==> config.mk <==
export PLATFORM = sky130hd
export DESIGN_NAME = mlp_train_ctrl
export DESIGN_NICKNAME = d
export VERILOG_FILES = /design/src/rtl/mlp_train_ctrl.sv
export SDC_FILE = /design/constraint.sdc
export NUM_CORES = 1
export LEC_CHECK = 0
export BUFFER_PORTS_ARGS = -buffer_cell sky130_fd_sc_hd__buf_2
export CAP_MARGIN = 20
export CORE_UTILIZATION = 52
export CTS_BUF_LIST = sky130_fd_sc_hd__clkbuf_2 sky130_fd_sc_hd__clkbuf_4 sky130_fd_sc_hd__clkbuf_8
export DETAILED_ROUTE_END_ITERATION = 12
export PLACE_DENSITY_LB_ADDON = 0.12
export SYNTH_ARGS = -nofsm -noshare
export SYNTH_HDL_FRONTEND = slang
export SYNTH_SLANG_ARGS = --single-unit
==> constraint.sdc <==
create_clock -name clk -period 2.8 [get_ports clk]
set_input_delay 0.14 -clock clk [delete_from_list [all_inputs] [get_ports clk]]
set_output_delay 0.14 -clock clk [all_outputs]
set_load 0.02 [all_outputs]
==> src/rtl/mlp_train_ctrl.sv <==
`default_nettype none
// ============================================================================
//  Module      : mlp_train_ctrl
//  Description : Training sequencer for the O/X MLP.
//                It runs epochs over a sample store. For each sample it
//                fetches (x, target) and launches a forward pass. It then
//                forms a saturated error and pulses learn to the update block
//                when the error is outside tolerance. It reports the epoch
//                count, the mistakes per epoch, convergence and a forward
//                timeout fault.
//  Options     : MLP_TRAIN_EARLY_STOP_EN - finish the run after the first
//                epoch that has no mistakes.
//  Revision    : 1.0 - initial release
// ============================================================================
module mlp_train_ctrl #(
  parameter int W       = 8,
  parameter int AW      = 6,
  parameter int EW      = 8,
  parameter int ERR_TOL = 4,
  parameter int TIMEOUT = 255
) (
  input  logic          clk,
  input  logic          rst,
  input  logic          start,
  input  logic          abort,
  input  logic [AW:0]   n_samples,
  input  logic [EW-1:0] max_epochs,
  output logic [AW-1:0] samp_addr,
  input  logic [15:0]   samp_x,
  input  logic [W-1:0]  samp_t,
  output logic          fwd_start,
  input  logic          fwd_done,
  input  logic [W-1:0]  fwd_y,
  output logic          learn,
  output logic [15:0]   x,
  output logic [W-1:0]  err,
  output logic          busy,
  output logic          done,
  output logic [EW-1:0] epoch_cnt,
  output logic [AW:0]   miss_cnt,
  output logic          converged,
  output logic          fault
);

  localparam int WDW = (TIMEOUT < 2) ? 1 : $clog2(TIMEOUT);
  localparam logic [WDW-1:0] WDOG_LAST = WDW'(TIMEOUT - 1);
  localparam logic signed [W:0] SAT_HI = {2'b00, {(W-1){1'b1}}};
  localparam logic signed [W:0] SAT_LO = {2'b11, {(W-1){1'b0}}};

  typedef enum logic [3:0] {
    S_IDLE  = 4'd0,
    S_FETCH = 4'd1,
    S_READ  = 4'd2,
    S_FWD   = 4'd3,
    S_WAIT  = 4'd4,
    S_JUDGE = 4'd5,
    S_NEXT  = 4'd6,
    S_EPOCH = 4'd7,
    S_DONE  = 4'd8
  } state_t;

  state_t        state_q, state_d;
  logic [AW-1:0] idx_q, idx_d;
  logic [AW:0]   n_q, n_d;
  logic [EW-1:0] max_q, max_d;
  logic [15:0]   x_q, x_d;
  logic [W-1:0]  t_q, t_d;
  logic [W-1:0]  err_q, err_d;
  logic [WDW-1:0] wdog_q, wdog_d;
  logic [AW:0]   miss_acc_q, miss_acc_d;
  logic [EW-1:0] epoch_q, epoch_d;
  logic [AW:0]   miss_cnt_q, miss_cnt_d;
  logic          conv_q, conv_d;
  logic          fault_q, fault_d;
  logic          learn_c;

  logic signed [W:0] diff;
  logic [W-1:0]      err_sat;
  logic [W:0]        err_ext;
  logic [W:0]        err_abs;
  logic              is_miss;
  logic              last_sample;
  logic              last_epoch;
  logic              early_stop;
  logic              busy_c;

  // Error arithmetic: a W+1 bit difference clamped to W bits, and its magnitude
  // kept at W+1 bits so that the most negative error is not wrapped.
  always_comb begin
    diff = $signed({t_q[W-1], t_q}) - $signed({fwd_y[W-1], fwd_y});
    if (diff > SAT_HI) begin
      err_sat = {1'b0, {(W-1){1'b1}}};
    end else if (diff < SAT_LO) begin
      err_sat = {1'b1, {(W-1){1'b0}}};
    end else begin
      err_sat = diff[W-1:0];
    end
    err_ext     = {err_q[W-1], err_q};
    err_abs     = err_q[W-1] ? (~err_ext + (W+1)'(1)) : err_ext;
    is_miss     = (err_abs > (W+1)'(ERR_TOL));
    last_sample = ({1'b0, idx_q} == (n_q - (AW+1)'(1)));
    last_epoch  = (({1'b0, epoch_q} + (EW+1)'(1)) == {1'b0, max_q});
    busy_c      = (state_q != S_IDLE) && (state_q != S_DONE);
  end

`ifdef MLP_TRAIN_EARLY_STOP_EN
  assign early_stop = (miss_acc_q == '0);
`else
  assign early_stop = 1'b0;
`endif

  // Sequencer next state and register updates. An abort freezes all
  // bookkeeping, so it also beats fwd_done and suppresses learn.
  always_comb begin
    state_d    = state_q;
    idx_d      = idx_q;
    n_d        = n_q;
    max_d      = max_q;
    x_d        = x_q;
    t_d        = t_q;
    err_d      = err_q;
    wdog_d     = wdog_q;
    miss_acc_d = miss_acc_q;
    epoch_d    = epoch_q;
    miss_cnt_d = miss_cnt_q;
    conv_d     = conv_q;
    fault_d    = fault_q;
    learn_c    = 1'b0;

    if (abort && busy_c) begin
      state_d = S_DONE;
    end else begin
      case (state_q)
        S_IDLE: begin
          if (start) begin
            n_d        = n_samples;
            max_d      = max_epochs;
            idx_d      = '0;
            miss_acc_d = '0;
            epoch_d    = '0;
            miss_cnt_d = '0;
            conv_d     = 1'b0;
            fault_d    = 1'b0;
            state_d    = ((n_samples != '0) && (max_epochs != '0)) ? S_FETCH : S_DONE;
          end
        end
        S_FETCH: state_d = S_READ;
        S_READ: begin
          x_d     = samp_x;
          t_d     = samp_t;
          state_d = S_FWD;
        end
        S_FWD: begin
          wdog_d  = '0;
          state_d = S_WAIT;
        end
        S_WAIT: begin
          if (fwd_done) begin
            err_d   = err_sat;
            state_d = S_JUDGE;
          end else if (wdog_q == WDOG_LAST) begin
            fault_d = 1'b1;
            state_d = S_DONE;
          end else begin
            wdog_d = wdog_q + WDW'(1);
          end
        end
        S_JUDGE: begin
          if (is_miss) begin
            miss_acc_d = miss_acc_q + (AW+1)'(1);
            learn_c    = 1'b1;
          end
          state_d = S_NEXT;
        end
        S_NEXT: begin
          if (last_sample) begin
            state_d = S_EPOCH;
          end else begin
            idx_d   = idx_q + AW'(1);
            state_d = S_FETCH;
          end
        end
        S_EPOCH: begin
          if (epoch_q != {EW{1'b1}}) begin
            epoch_d = epoch_q + EW'(1);
          end
          miss_cnt_d = miss_acc_q;
          conv_d     = (miss_acc_q == '0);
          miss_acc_d = '0;
          idx_d      = '0;
          state_d    = (last_epoch || early_stop) ? S_DONE : S_FETCH;
        end
        S_DONE:  state_d = S_IDLE;
        default: state_d = S_IDLE;
      endcase
    end
  end

  // State and datapath registers with synchronous reset.
  always_ff @(posedge clk) begin
    if (rst) begin
      state_q    <= S_IDLE;
      idx_q      <= '0;
      n_q        <= '0;
      max_q      <= '0;
      x_q        <= '0;
      t_q        <= '0;
      err_q      <= '0;
      wdog_q     <= '0;
      miss_acc_q <= '0;
      epoch_q    <= '0;
      miss_cnt_q <= '0;
      conv_q     <= 1'b0;
      fault_q    <= 1'b0;
    end else begin
      state_q    <= state_d;
      idx_q      <= idx_d;
      n_q        <= n_d;
      max_q      <= max_d;
      x_q        <= x_d;
      t_q        <= t_d;
      err_q      <= err_d;
      wdog_q     <= wdog_d;
      miss_acc_q <= miss_acc_d;
      epoch_q    <= epoch_d;
      miss_cnt_q <= miss_cnt_d;
      conv_q     <= conv_d;
      fault_q    <= fault_d;
    end
  end

  // Pulses are masked while reset is asserted so that a mid-run reset emits none.
  assign fwd_start = (state_q == S_FWD) && !rst;
  assign done      = (state_q == S_DONE) && !rst;
  assign learn     = learn_c && !rst;
  assign busy      = busy_c;
  assign samp_addr = idx_q;
  assign x         = x_q;
  assign err       = err_q;
  assign epoch_cnt = epoch_q;
  assign miss_cnt  = miss_cnt_q;
  assign converged = conv_q;
  assign fault     = fault_q;

endmodule
`default_nettype wire
==> results by group <==
Timing
  – Clk_skew: 14.0 ps
  – Final hold violations: 0
  – Period utilization: 90.9%
  – Setup Viol. Count Final: 0
  – Relative slew slack: 46.8%
  – Setup TNS Final: 0 ps
  – Worst setup margin: 255 ps
  – Max Freq: 393 MHz
  – Slew @ Worst Pin: 796 ps
  – Clock period minus worst slack: 2550 ps
  – Final Slew Violations: 0
  – RSZ-0062 raised after global routing: no
  – Hold WS: 11.2 ps

Synth
  – Number of flops mapped to enable cells by yosys: 0
  – Cell count after synthesis: 602
  – Library cells used by synthesis: 62
  – Synth Flop Type: dfxtp_1
  – FFs w/ async S/R, synth: 0%
  – Syn_nets: 671
  – FF+latch count, synth: 89
  – Synth Warn #: 0
  – Post-Synthesis Cell Area: 0.00478 mm^2
  – Top post-synthesis cells by area: dfxtp_1, nand2_1, a21oi_1
  – Share of the synthesized area in the top cell type: 37.2%
  – Cell taking the most area after synthesis: dfxtp_1
  – Mean Syn Cell Area: 7.95 um^2
  – Post-synthesis sequential area ratio: 37.2%

Cells and area
  – # fillers: 793
  – Multi-input combinational cell area: 0.00279 mm^2
  – FF+latch area: 0.00178 mm^2
  – Area delta synth->final: 17.0%
  – Share of layout cells above drive strength 1: 19.1%
  – Number of diodes: 0
  – Post-layout util: 63.6%
  – Design area: 0.00560 mm^2
  – Nets@finish: 765

Global routing
  – GRT Residual Overflow: 0
  – Initial antenna violation count: 0
  – GR Util All Layers: 25.2%
  – Largest net degree at the start of global routing: 38
  – First-pass GRT wire length: 20100 um
  – Vias in the first global route: 4327

Setup path
  – CP arrival: 2410 ps
  – CP Max Fanout: 6
  – Worst setup endpoint: learn
  – CP Capture Type: output pin
  – CP Data Required Time: 2660 ps
  – Crit path depth: 7
  – Worst reg2reg setup slack: 320 ps
  – Buf/Inv on CP: 2
  – Cells along the critical path: inv_1 -> ha_1 -> xor2_1 -> o22ai_1 -> a2111oi_2 -> nor4b_1 -> buf_2
  – Slowest library cell on the worst path: nor4b_1
  – Reg-to-reg endpoint: wdog_q[2]$_SDFFE_PP0P_
  – Worst flop-to-flop path startpoint: state_q[2]$_SDFFE_PP0P_
  – CP max stage delay: 540 ps
  – CP delay by family, top: simple AND/OR/NAND/NOR gates
  – WS Path Type: reg2out
  – FF-to-FF path depth: 6
  – Startpoint Class: flip-flop
  – Start point of the critical path: err[0]$_SDFFE_PP0P_

CTS
  – Root Buffer: clkbuf_8
  – Longest Clk Path Bufs: 2
  – CTS sink cnt: 89
  – Resized Gates After CTS: 0
  – TritonCTS clock tree: yes
  – Num CTS Buffers: 9
  – Hold_buf cts: 3
  – Post-CTS Setup Inserts: 0
  – Worst-path clk slew: 100 ps
  – Worst skew pair latency: 360 ps
  – # H-tree levels: 3

Detailed routing
  – Via/cell ratio: 5.64
  – Final ANT Viol Nets: 0
  – Routed WL: 11700 um
  – 1st-iter DRT viols: 215
  – Via count: 4561
  – WL/cell: 14.5 um
  – DR DRC count: 6
  – Number of detailed-route iterations in the first pass: 9

Power and ir drop
  – Worst VDD drop: 361 uV
  – Cell Pwr Density: 665 mW/mm^2
  – P_leak: 2.35 nW

Hold path
  – HP Class: in2reg

Status
  – Failing checks: DRC
  – Outcome: complete, but fails checks

Placement
  – GP Congestion: 0.845
  – IO Port Bufs: 102
  – DP Wirelength: 8560 um
  – Placed inst area: 0.00536 mm^2
  – DP Worst Slack: 338 ps

Die
  – Chip width: 97.9 um
  – Chip height: 97.9 um
  – Site row count: 34
  – # IOs: 103
  – Core Area: 0.00881 mm^2
  – Die area: 0.00959 mm^2
  – Initial Util: 54.3%

Run
  – Max-cap viol count: 0
[Yosys cell counts (all sizes together) (3+ instances only)]
master / number
o221ai: 3
a32oi: 3
o22ai: 3
or3: 9
and2: 3
o221a: 3
nand4: 11
nor3: 11
a21oi: 60
o21ai: 32
buf: 6
clkbuf: 21
a21o: 4
nor4: 7
and3: 5
a31oi: 4
or4: 6
xnor2: 17
nor2b: 6
o211ai: 3
nand3: 9
ha: 16
or4b: 3
inv: 27
mux2i: 17
nand2b: 12
xor2: 12
a22oi: 9
nor3b: 3
nand2: 80
o21bai: 3
nor2: 68
a211oi: 5
dfxtp: 89
o21a: 3
[per-stage QoR]
step                      power (mW)  instances
final                           3.72        809
after CTS                       3.74        809
after detailed placement        2.80        790
after global placement          2.76        790
after global routing            3.96        809
after floorplan                 2.50        602
[how the worst min path moves through the flow]
stage	cells after the start	endpoint	from	slack, ps
2_1_floorplan	2	t_q[0]$_SDFFE_PP0P_	samp_t[0]	280
3_3_place_gp	3	x[11]$_SDFFE_PP0P_	samp_x[11]	380
3_5_place_dp	3	x[9]$_SDFFE_PP0P_	samp_x[9]	390
4_1_cts	3	x[3]$_SDFFE_PP0P_	samp_x[3]	0.3
5_1_grt	3	x[13]$_SDFFE_PP0P_	samp_x[13]	20
6_report	3	x[10]$_SDFFE_PP0P_	samp_x[10]	10
[per-layer routing]
metal	share of wire (%)	global-route usage, %	wire (um)	vias to the layer above
li1	-	-	-	2326
met1	45	32.4	5260	2096
met2	49	43.8	5730	132
met3	5.6	4.72	651	7
met4	0.71	5.83	83	0
met5	0	0	0	-
[flip-flops by register name (all words and copies together) (netlist names), 4 cells and up]
name	count
state_q	4
t_q	8
n_q	7
epoch_cnt	8
err	8
miss_acc_q	7
wdog_q	8
max_q	8
x	16
samp_addr	6
miss_cnt	7
[cells in the final DEF (no fill, tap or decap), types with 4 or more instances in the layout]
cell      instances
and3_1            5
nand4_1          11
mux2i_1          17
o21ai_0          32
or4_1             6
clkbuf_8         10
ha_1             16
inv_1            27
nand2_1          80
a21oi_1          59
a211oi_1          5
xnor2_1          17
dfxtp_1          89
a31oi_1           4
nand3_1           9
nor3_1           11
buf_2           102
nor2_1           68
nor4_1            6
buf_4             5
a22oi_1           8
a21o_1            4
nor2b_1           6
nand2b_1         12
xor2_1           12
or3_1             9
[area by class of cell]
type / instances / area share (%)
flip-flops and latches: 89 / 31.8
well taps: 108 / 2.41
clock buffers: 10 / 2.46
multi-input cells: 458 / 49.8
repair buffers: 110 / 10.3
inverters: 28 / 1.88
clock inverters: 6 / 1.30
[power by group]
part           leakage, nW  internal, mW  total (mW)  switching [mW]
clock                0.104         0.449       0.940           0.492
sequential           0.720          1.39        1.56           0.163
combinational         1.52         0.493        1.22           0.731
[cells by family after synthesis]
family,Yosys count,synth area share (%)
and+or+nand+nor,240,24.0
AOI/OAI and AO/OA,154,20.5
DFF,89,37.2
buffers and inverters,55,4.65
xor gates and xnor gates,29,5.31
adders and majority gates,18,4.81
muxes,17,3.56
[worst register-to-register path, stage by stage (launching register included)]
cell and delay, ps:
dfxtp_1 590, or4b_1 580, a31o_2 300, a22oi_2 490
o21ai_0 180, a32oi_1 180, nor2_1 50
(Power assumes the default switching activity.)
